==> config.mk <==
export PLATFORM = sky130hd
export DESIGN_NAME = inpkt_parser_flat
export DESIGN_NICKNAME = d
export VERILOG_FILES = /design/src/rtl/inpkt_parser_pkg.sv /design/src/rtl/inpkt_parser_if.sv /design/src/rtl/inpkt_cksum.sv /design/src/rtl/inpkt_parser.sv /design/src/flat_wrapper.sv
export SDC_FILE = /design/constraint.sdc
export NUM_CORES = 1
export LEC_CHECK = 0
export CAP_MARGIN = 20
export CELL_PAD_IN_SITES_DETAIL_PLACEMENT = 1
export CELL_PAD_IN_SITES_GLOBAL_PLACEMENT = 1
export CORE_ASPECT_RATIO = 1.5
export CORE_MARGIN = 8
export CORE_UTILIZATION = 46
export CTS_CLUSTER_DIAMETER = 150
export DETAILED_ROUTE_END_ITERATION = 8
export DONT_BUFFER_PORTS = 1
export PLACE_DENSITY = 0.88
export SYNTH_ARGS = -nofsm -noshare
export SYNTH_HDL_FRONTEND = slang
export SYNTH_HIERARCHICAL = 1
export SYNTH_SLANG_ARGS = --single-unit
==> constraint.sdc <==
create_clock -name CLK -period 3.4 [get_ports CLK]
set_clock_uncertainty 0.15 [all_clocks]
set_input_delay 1.02 -clock CLK [delete_from_list [all_inputs] [get_ports CLK]]
set_output_delay 1.02 -clock CLK [all_outputs]
set_load 0.005 [all_outputs]
==> src/rtl/inpkt_parser_pkg.sv <==
// Shared definitions for the input packet parser: header layout,
// FSM encodings and sticky error bit positions.
package inpkt_parser_pkg;

    localparam int HDR_LEN   = 10;
    localparam int CKSUM_LEN = 4;

    localparam logic [3:0] HDR_LAST = 4'(HDR_LEN - 1);
    localparam logic [3:0] CK_LAST  = 4'(CKSUM_LEN - 1);

    localparam logic [3:0] OFF_VER  = 4'd0;
    localparam logic [3:0] OFF_TYPE = 4'd1;
    localparam logic [3:0] OFF_RSV0 = 4'd2;
    localparam logic [3:0] OFF_RSV1 = 4'd3;
    localparam logic [3:0] OFF_LEN0 = 4'd4;
    localparam logic [3:0] OFF_LEN1 = 4'd5;
    localparam logic [3:0] OFF_LEN2 = 4'd6;
    localparam logic [3:0] OFF_RSV2 = 4'd7;
    localparam logic [3:0] OFF_ID0  = 4'd8;
    localparam logic [3:0] OFF_ID1  = 4'd9;

    localparam int ERR_VERSION = 0;
    localparam int ERR_TYPE    = 1;
    localparam int ERR_RSV     = 2;
    localparam int ERR_LEN     = 3;
    localparam int ERR_HCKSUM  = 4;
    localparam int ERR_PCKSUM  = 5;

    typedef enum logic [2:0] {
        S_HDR,
        S_HCKSUM,
        S_PAYLOAD,
        S_PCKSUM,
        S_ERROR
    } state_t;

    function automatic logic type_ok(input logic [7:0] t,
                                     input logic [7:0] mask);
        return (t[7:3] == 5'd0) && mask[t[2:0]];
    endfunction

endpackage

==> src/rtl/inpkt_parser_if.sv <==
// Byte-stream bundle of the packet parser: FIFO read side,
// payload write side and decoded header/status outputs.
interface inpkt_parser_if;
    logic [7:0]  din;
    logic        empty;
    logic        rd_en;
    logic [7:0]  dout;
    logic        wr_en;
    logic        full;
    logic [7:0]  pkt_type;
    logic [15:0] pkt_id;
    logic [23:0] pkt_len;
    logic        pkt_start;
    logic        pkt_end;
    logic [7:0]  err;

    modport slave (
        input  din, empty, full,
        output rd_en, dout, wr_en, pkt_type, pkt_id, pkt_len,
        output pkt_start, pkt_end, err
    );

    modport master (
        output din, empty, full,
        input  rd_en, dout, wr_en, pkt_type, pkt_id, pkt_len,
        input  pkt_start, pkt_end, err
    );
endinterface

==> src/rtl/inpkt_cksum.sv <==
// Byte-fed 32-bit little-endian word checksum; match compares an
// incoming checksum byte against the matching lane of ~acc.
module inpkt_cksum (
    input  logic       CLK,
    input  logic       rst_n,
    input  logic       clear,
    input  logic       add_en,
    input  logic [7:0] din,
    input  logic [1:0] idx,
    output logic       match
);

    logic [31:0] acc;
    logic [31:0] inv;
    logic [1:0]  pos;

    // Adding each byte in its lane equals summing zero-padded LE words.
    always_ff @(posedge CLK or negedge rst_n) begin
        if (!rst_n) begin
            acc <= '0;
            pos <= '0;
        end else if (clear) begin
            acc <= '0;
            pos <= '0;
        end else if (add_en) begin
            acc <= acc + ({24'd0, din} << {pos, 3'b000});
            pos <= pos + 2'd1;
        end
    end

    assign inv   = ~acc;
    assign match = (din == inv[{idx, 3'b000} +: 8]);

endmodule

==> src/rtl/inpkt_parser.sv <==
// Input packet parser: header decode/check, payload forwarding.
// Define INPKT_PAYLOAD_CKSUM_EN to require a trailing payload checksum.
module inpkt_parser
    import inpkt_parser_pkg::*;
#(
    parameter logic [7:0] VERSION     = 8'd2,
    parameter int         PKT_MAX_LEN = 65536,
    parameter logic [7:0] TYPE_MASK   = 8'h0E
) (
    input logic           CLK,
    input logic           rst_n,
    inpkt_parser_if.slave bus
);

    localparam logic [23:0] MAX_LEN = 24'(PKT_MAX_LEN);

    state_t      state, nxt;
    logic        rd, hdr_last, ck_last, ck_ok;
    logic        add_en, clear, match;
    logic [7:0]  err_set;
    logic [3:0]  cnt;
    logic        cbad;
    logic [23:0] rem;
    logic [7:0]  sh_ver, sh_type;
    logic [23:0] sh_len;
    logic [15:0] sh_id;
    logic        sh_rsv;
    logic [7:0]  dout_q, type_q, err_q;
    logic [15:0] id_q;
    logic [23:0] len_q;
    logic        wr_q, start_q, end_q;

    inpkt_cksum u_cksum (
        .CLK    (CLK),
        .rst_n  (rst_n),
        .clear  (clear),
        .add_en (add_en),
        .din    (bus.din),
        .idx    (cnt[1:0]),
        .match  (match)
    );

    always_ff @(posedge CLK or negedge rst_n) begin
        if (!rst_n) state <= S_HDR;
        else        state <= nxt;
    end

    always_comb begin
        nxt      = state;
        err_set  = '0;
        add_en   = 1'b0;
        clear    = 1'b0;
        rd       = !bus.empty && (state != S_ERROR) &&
                   !(state == S_PAYLOAD && bus.full);
        hdr_last = (cnt == HDR_LAST);
        ck_last  = (cnt == CK_LAST);
        ck_ok    = !cbad && match;
        unique case (state)
            S_HDR: if (rd) begin
                add_en = 1'b1;
                if (hdr_last) begin
                    err_set[ERR_VERSION] = (sh_ver != VERSION);
                    err_set[ERR_TYPE]    = !type_ok(sh_type, TYPE_MASK);
                    err_set[ERR_RSV]     = sh_rsv;
                    err_set[ERR_LEN]     = (sh_len == '0) ||
                                           (sh_len > MAX_LEN);
                    nxt = (err_set != '0) ? S_ERROR : S_HCKSUM;
                end
            end
            S_HCKSUM: if (rd && ck_last) begin
                if (ck_ok) begin
                    clear = 1'b1;
                    nxt   = S_PAYLOAD;
                end else begin
                    err_set[ERR_HCKSUM] = 1'b1;
                    nxt = S_ERROR;
                end
            end
            S_PAYLOAD: if (rd) begin
`ifdef INPKT_PAYLOAD_CKSUM_EN
                add_en = 1'b1;
                if (rem == 24'd1) nxt = S_PCKSUM;
`else
                if (rem == 24'd1) nxt = S_HDR;
`endif
            end
            S_PCKSUM: begin
`ifdef INPKT_PAYLOAD_CKSUM_EN
                if (rd && ck_last) begin
                    if (ck_ok) begin
                        clear = 1'b1;
                        nxt   = S_HDR;
                    end else begin
                        err_set[ERR_PCKSUM] = 1'b1;
                        nxt = S_ERROR;
                    end
                end
`else
                nxt = S_ERROR;
`endif
            end
            S_ERROR: nxt = S_ERROR;
            default: nxt = S_ERROR;
        endcase
    end

    always_ff @(posedge CLK or negedge rst_n) begin
        if (!rst_n) begin
            cnt     <= '0;
            cbad    <= 1'b0;
            rem     <= '0;
            sh_ver  <= '0;
            sh_type <= '0;
            sh_len  <= '0;
            sh_id   <= '0;
            sh_rsv  <= 1'b0;
            dout_q  <= '0;
            wr_q    <= 1'b0;
            type_q  <= '0;
            id_q    <= '0;
            len_q   <= '0;
            start_q <= 1'b0;
            end_q   <= 1'b0;
            err_q   <= '0;
        end else begin
            wr_q    <= 1'b0;
            start_q <= 1'b0;
            end_q   <= 1'b0;
            err_q   <= err_q | err_set;
            if (rd) begin
                unique case (state)
                    S_HDR: begin
                        cnt <= hdr_last ? '0 : cnt + 4'd1;
                        unique case (cnt)
                            OFF_VER: begin
                                sh_ver <= bus.din;
                                sh_rsv <= 1'b0;
                            end
                            OFF_TYPE: sh_type <= bus.din;
                            OFF_RSV0, OFF_RSV1, OFF_RSV2:
                                sh_rsv <= sh_rsv | (bus.din != 8'h00);
                            OFF_LEN0: sh_len[7:0]   <= bus.din;
                            OFF_LEN1: sh_len[15:8]  <= bus.din;
                            OFF_LEN2: sh_len[23:16] <= bus.din;
                            OFF_ID0:  sh_id[7:0]    <= bus.din;
                            OFF_ID1:  sh_id[15:8]   <= bus.din;
                            default: ;
                        endcase
                    end
                    S_HCKSUM: begin
                        cnt  <= ck_last ? '0 : cnt + 4'd1;
                        cbad <= ck_last ? 1'b0 : (cbad | !match);
                        if (ck_last && ck_ok) begin
                            type_q  <= sh_type;
                            id_q    <= sh_id;
                            len_q   <= sh_len;
                            rem     <= sh_len;
                            start_q <= 1'b1;
                        end
                    end
                    S_PAYLOAD: begin
                        dout_q <= bus.din;
                        wr_q   <= 1'b1;
                        rem    <= rem - 24'd1;
`ifndef INPKT_PAYLOAD_CKSUM_EN
                        end_q  <= (rem == 24'd1);
`endif
                    end
`ifdef INPKT_PAYLOAD_CKSUM_EN
                    S_PCKSUM: begin
                        cnt   <= ck_last ? '0 : cnt + 4'd1;
                        cbad  <= ck_last ? 1'b0 : (cbad | !match);
                        end_q <= ck_last && ck_ok;
                    end
`endif
                    default: ;
                endcase
            end
        end
    end

    assign bus.rd_en     = rd;
    assign bus.dout      = dout_q;
    assign bus.wr_en     = wr_q;
    assign bus.pkt_type  = type_q;
    assign bus.pkt_id    = id_q;
    assign bus.pkt_len   = len_q;
    assign bus.pkt_start = start_q;
    assign bus.pkt_end   = end_q;
    assign bus.err       = err_q;

endmodule
==> src/flat_wrapper.sv <==
// flat-port wrapper written by rule: the top's interface ports become plain ports
module inpkt_parser_flat import inpkt_parser_pkg::*;
#(
    parameter logic [7:0] VERSION     = 8'd2,
    parameter int         PKT_MAX_LEN = 65536,
    parameter logic [7:0] TYPE_MASK   = 8'h0E
)
  (CLK, rst_n, bus_din, bus_empty, bus_full, bus_rd_en, bus_dout, bus_wr_en, bus_pkt_type, bus_pkt_id, bus_pkt_len, bus_pkt_start, bus_pkt_end, bus_err);
  inpkt_parser_if bus_i ();
  input logic CLK;
  input logic rst_n;
  input wire logic [$bits(bus_i.din)-1:0] bus_din;
  input wire logic [$bits(bus_i.empty)-1:0] bus_empty;
  input wire logic [$bits(bus_i.full)-1:0] bus_full;
  output wire logic [$bits(bus_i.rd_en)-1:0] bus_rd_en;
  output wire logic [$bits(bus_i.dout)-1:0] bus_dout;
  output wire logic [$bits(bus_i.wr_en)-1:0] bus_wr_en;
  output wire logic [$bits(bus_i.pkt_type)-1:0] bus_pkt_type;
  output wire logic [$bits(bus_i.pkt_id)-1:0] bus_pkt_id;
  output wire logic [$bits(bus_i.pkt_len)-1:0] bus_pkt_len;
  output wire logic [$bits(bus_i.pkt_start)-1:0] bus_pkt_start;
  output wire logic [$bits(bus_i.pkt_end)-1:0] bus_pkt_end;
  output wire logic [$bits(bus_i.err)-1:0] bus_err;
  assign bus_i.din = bus_din;
  assign bus_i.empty = bus_empty;
  assign bus_i.full = bus_full;
  assign bus_rd_en = bus_i.rd_en;
  assign bus_dout = bus_i.dout;
  assign bus_wr_en = bus_i.wr_en;
  assign bus_pkt_type = bus_i.pkt_type;
  assign bus_pkt_id = bus_i.pkt_id;
  assign bus_pkt_len = bus_i.pkt_len;
  assign bus_pkt_start = bus_i.pkt_start;
  assign bus_pkt_end = bus_i.pkt_end;
  assign bus_err = bus_i.err;
  inpkt_parser #(.VERSION(VERSION), .PKT_MAX_LEN(PKT_MAX_LEN), .TYPE_MASK(TYPE_MASK)) u_core (.CLK(CLK), .rst_n(rst_n), .bus(bus_i));
endmodule
==> results of run 1 <==
-- how the worst min path moves through the flow --
stage	startpoint	end	slack (ns)
floorplan	u_core/bus.err[0]	u_core/bus.err[0]	0.30
global placement	u_core/sh_ver[1]	u_core/sh_ver[1]	0.33
detailed placement	u_core/sh_ver[1]	u_core/sh_ver[1]	0.34
CTS	rst_n	u_core/bus.pkt_len[5]	0.11
global route	rst_n	u_core/bus.pkt_id[8]	0.09
finish	rst_n	u_core/bus.pkt_len[3]	0.11
-- Yosys cell counts (3+ instances only) --
cell type / instances
dfrtp_1: 187
mux2_2: 111
nor2_1: 74
a21oi_1: 63
nand2_1: 57
o21ai_0: 51
ha_1: 37
clkbuf_1: 29
and2_1: 25
inv_1: 24
nand4_1: 21
xor2_1: 19
buf_2: 18
mux2i_1: 17
nor3_1: 17
xnor2_1: 17
nand3_1: 14
nor4_1: 14
a21o_1: 13
and3_1: 12
a31oi_1: 9
mux4_2: 8
o211ai_1: 8
o21a_1: 8
nor2b_1: 7
o21ai_1: 7
a22oi_1: 6
nand2b_1: 6
o21bai_1: 6
or3_1: 6
a211oi_1: 5
nor3b_1: 5
or4_1: 5
a221o_1: 3
a2bb2oi_1: 3
a41oi_1: 3
buf_1: 3
buf_4: 3
nor4b_1: 3
o22a_1: 3
o31ai_1: 3
-- sequential cells by signal, summed over array words and instances, names as in the netlist, 2 cells and up --
register             count
u_core/bus.dout          8
u_core/bus.err           5
u_core/bus.pkt_id       16
u_core/bus.pkt_len      24
u_core/bus.pkt_type      8
u_core/cnt               4
u_core/rem              24
u_core/sh_id            16
u_core/sh_len           24
u_core/sh_type           8
u_core/sh_ver            8
u_core/state             3
u_core/u_cksum/acc      32
u_core/u_cksum/pos       2
-- worst max-delay path, delay by kind of cell (launching register included) --
| family | cells | cell delay [ns] |
|---|---|---|
| AO/OA/AOI/OAI | 5 | 1.51 |
| AND/OR/NAND/NOR | 3 | 0.75 |
| adder cells (fa/ha/maj) | 1 | 0.29 |
| flip-flops | 1 | 0.42 |
| buffers and inverters | 2 | 0.34 |
| XOR/XNOR | 1 | 0.16 |
-- per-stage QoR --
stage	cells	setup WS (ns)	area [sq um]	util, %	total power [mW]
after global placement	1261	-0.216	10900	49.2	6.91
final	1299	-0.391	11700	52.6	9.71
after detailed placement	1261	-0.417	10900	49.2	7.26
after CTS	1294	0.00474	11500	51.9	9.38
after floorplan	977	-0.0651	10300	-	5.78
after global routing	1299	-0.414	11700	52.6	10.1
-- per-layer routing --
layer | track usage [%] | wire length [um]
met5 | 0 | 13
met4 | 17.4 | 2670
met3 | 4.42 | 2000
met2 | 46.8 | 19100
met1 | 25.8 | 12600
-- repair_timing --
item | 4_1_cts | 5_1_grt
gates resized for setup | 10 | 27
buffers inserted | 1 | 5
setup endpoints to repair | 13 | 14
pin swaps | 2 | 10
-- final cells by class --
cell class	instances	area share, %
tap	276	2.96
sequential	187	40.1
multi-input combinational	713	46.9
clock inverter	14	1.07
timing repair buffer	67	4.58
inverter	24	0.771
clock buffer	18	3.67
-- report_power, final --
group	leakage, nW	switching [mW]	total, mW	internal (mW)
combinational	2.68	2.34	4.24	1.90
sequential	2.43	0.748	3.52	2.77
clock	0.272	0.979	1.95	0.968
total	5.38	4.07	9.71	5.64
-- kinds of logic (layout without fill, tap and decap cells) --
kind of cell	after synthesis	count (layout)	share of synthesized area (%)
other cells	1	3	0.0364
simple gates	282	282	14.5
fa+ha+maj	38	38	4.69
compound gates	217	217	13.6
buf+inv	77	123	3.13
mux	137	137	15.6
xor+xnor	36	36	3.06
flops	187	187	45.4
==> results.tsv, run 1 <==
stage	metric	value	unit
setup_path	worst reg2reg setup slack	-0.39	ns
finish	Layout area overhead	13.3	%
clock_network	Hold Buf Count CTS	0	
grt	initial antenna violation count	1	
sta	worst slew pin tran	0.769	ns
synthesis	area share of the largest cell type after synthesis	45.4	%
synthesis	Mapped Avg Cell Area	10.6	sq um
routing	Post-route DRC	0	
sta	crit share post-route	112	%
sta	fin crit period	3.79	ns
routing	Routed Antenna Nets	0	
synthesis	Post-synth EDFFs	0	
setup_path	Worst path most repeated cell	o21ai_0	
grt	grt total ovfl	0	
setup_path	WP data required	3.53	ns
sta	fmax	0.264	GHz
synthesis	register area share after synthesis	45.4	%
synthesis	Mapped Cells	975	
outcome	violated checks	negative setup slack	
sta	setup_tns	-0.555	ns
clock_network	Clk Latency, worst-skew pair	0.45	ns
sta	fin worst setup slack	-0.391	ns
finish	Final nets	1060	
synthesis	ranking of synthesized cells by area	dfrtp_1, mux2_2, ha_1, a21oi_1, nor2_1	
floorplanning	Starting Density	46.4	%
setup_path	crit path launch	u_core/u_cksum/pos[0]	
sta	Slew Limit Fails	0	
setup_path	nature of the critical path startpoint	register	
clock_network	CTS tree	built	
floorplanning	die span in y	199	um
clock_network	clock slew at reported path FFs	0.08	ns
setup_path	crit path kind	register to register	
grt	first-pass GRT wire length	54400	um
setup_path	CP Data Arrival Time	3.92	ns
routing	DRT iter0 DRCs	764	
power_and_ir_drop	power per cell area	831	mW/mm^2
setup_path	Setup crit end kind	register	
finish	commonest non-fill, non-tap cells in the layout	dfrtp_1, mux2_2, nor2_1, buf_4	
sta	Hold Slack	0.112	ns
routing	routed via count	8653	
grt	number of global-route vias before repair	9331	
routing	drt first pass iters	5	
synthesis	Post-synth ARST share	100	%
setup_path	crit path capture	u_core/u_cksum/acc[20]	
place	I/O Buffers	0	
sta	final count of hold timing violations	0	
floorplanning	Placeable Area	0.0222	sq mm
routing	WL final	36300	um
synthesis	top_reg_cell synth	dfrtp_1	
sta	RSZ-0062 raised after global routing	yes	
sta	Slew Limit Headroom	48.5	%
finish	Reg area	0.00468	sq mm
setup_path	Reg2Reg Depth	12	
finish	multi-input logic area	0.00548	sq mm
synthesis	post-synthesis register bit count	187	
routing	Avg Vias per Cell	6.66	
clock_network	H-Tree Depth	4	
clock_network	CTS max path bufs	2	
setup_path	Reg2Reg Capture Point	u_core/u_cksum/acc[20]	
floorplanning	Die ar.	0.0276	sq mm
sta	Setup Viol. Count Final	4	
finish	commonest non-fill, non-tap cell in the layout	dfrtp_1	
synthesis	Netlist cell types	80	
setup_path	RR Startpoint	u_core/u_cksum/pos[0]	
synthesis	Ys Warns	6	
hold_path	Hold WC Path Type	input port to async pin	
job	max-cap viol count	0	
routing	wire per inst	28.0	um
finish	FILL cells	2334	
floorplanning	std cell rows	67	
power_and_ir_drop	LEAKAGE	5.38	nW
place	post-DP HPWL	23400	um
power_and_ir_drop	Worst VDD drop	0.457	mV
setup_path	Crit Path Max Fanout	13	
synthesis	leading area contributor after synthesis	dfrtp_1	
clock_network	clk sinks	187	
outcome	run status	finished with violations	
synthesis	Post-Syn Area	0.0103	sq mm
setup_path	worst path cell trace	buf_6, nor2b_1, buf_4, and2_1, ha_1, a21oi_1, o21ai_2, nor3_1, a211o_1, o21ai_0, xnor2_1, o21ai_0	
floorplanning	io pins	80	
setup_path	Critical-path top delay cell	o21ai_0	
place	Final Wtd Congestion	0.882	
floorplanning	die width	138	um
grt	largest net degree at the start of global routing	188	
finish	layout cells sized above 1	26.6	%
grt	GRT Total Usage	25.4	%
clock_network	Root Buffer	clkbuf_16	
setup_path	crit-path max cell delay	0.52	ns
clock_network	CTS Buf Count	17	
finish	ANT cells	0	
(Power assumes the default switching activity.)
==> run 2, diff against run 1 <==
--- a/config.mk
+++ b/config.mk
@@ -14,6 +14,7 @@
 export CTS_CLUSTER_DIAMETER = 150
 export DETAILED_ROUTE_END_ITERATION = 8
 export DONT_BUFFER_PORTS = 1
+export HOLD_SLACK_MARGIN = 0.03
 export PLACE_DENSITY = 0.88
 export SYNTH_ARGS = -nofsm -noshare
 export SYNTH_HDL_FRONTEND = slang
==> results of run 2 <==
The final DEF is identical to that of run 1; final timing and power are the same.
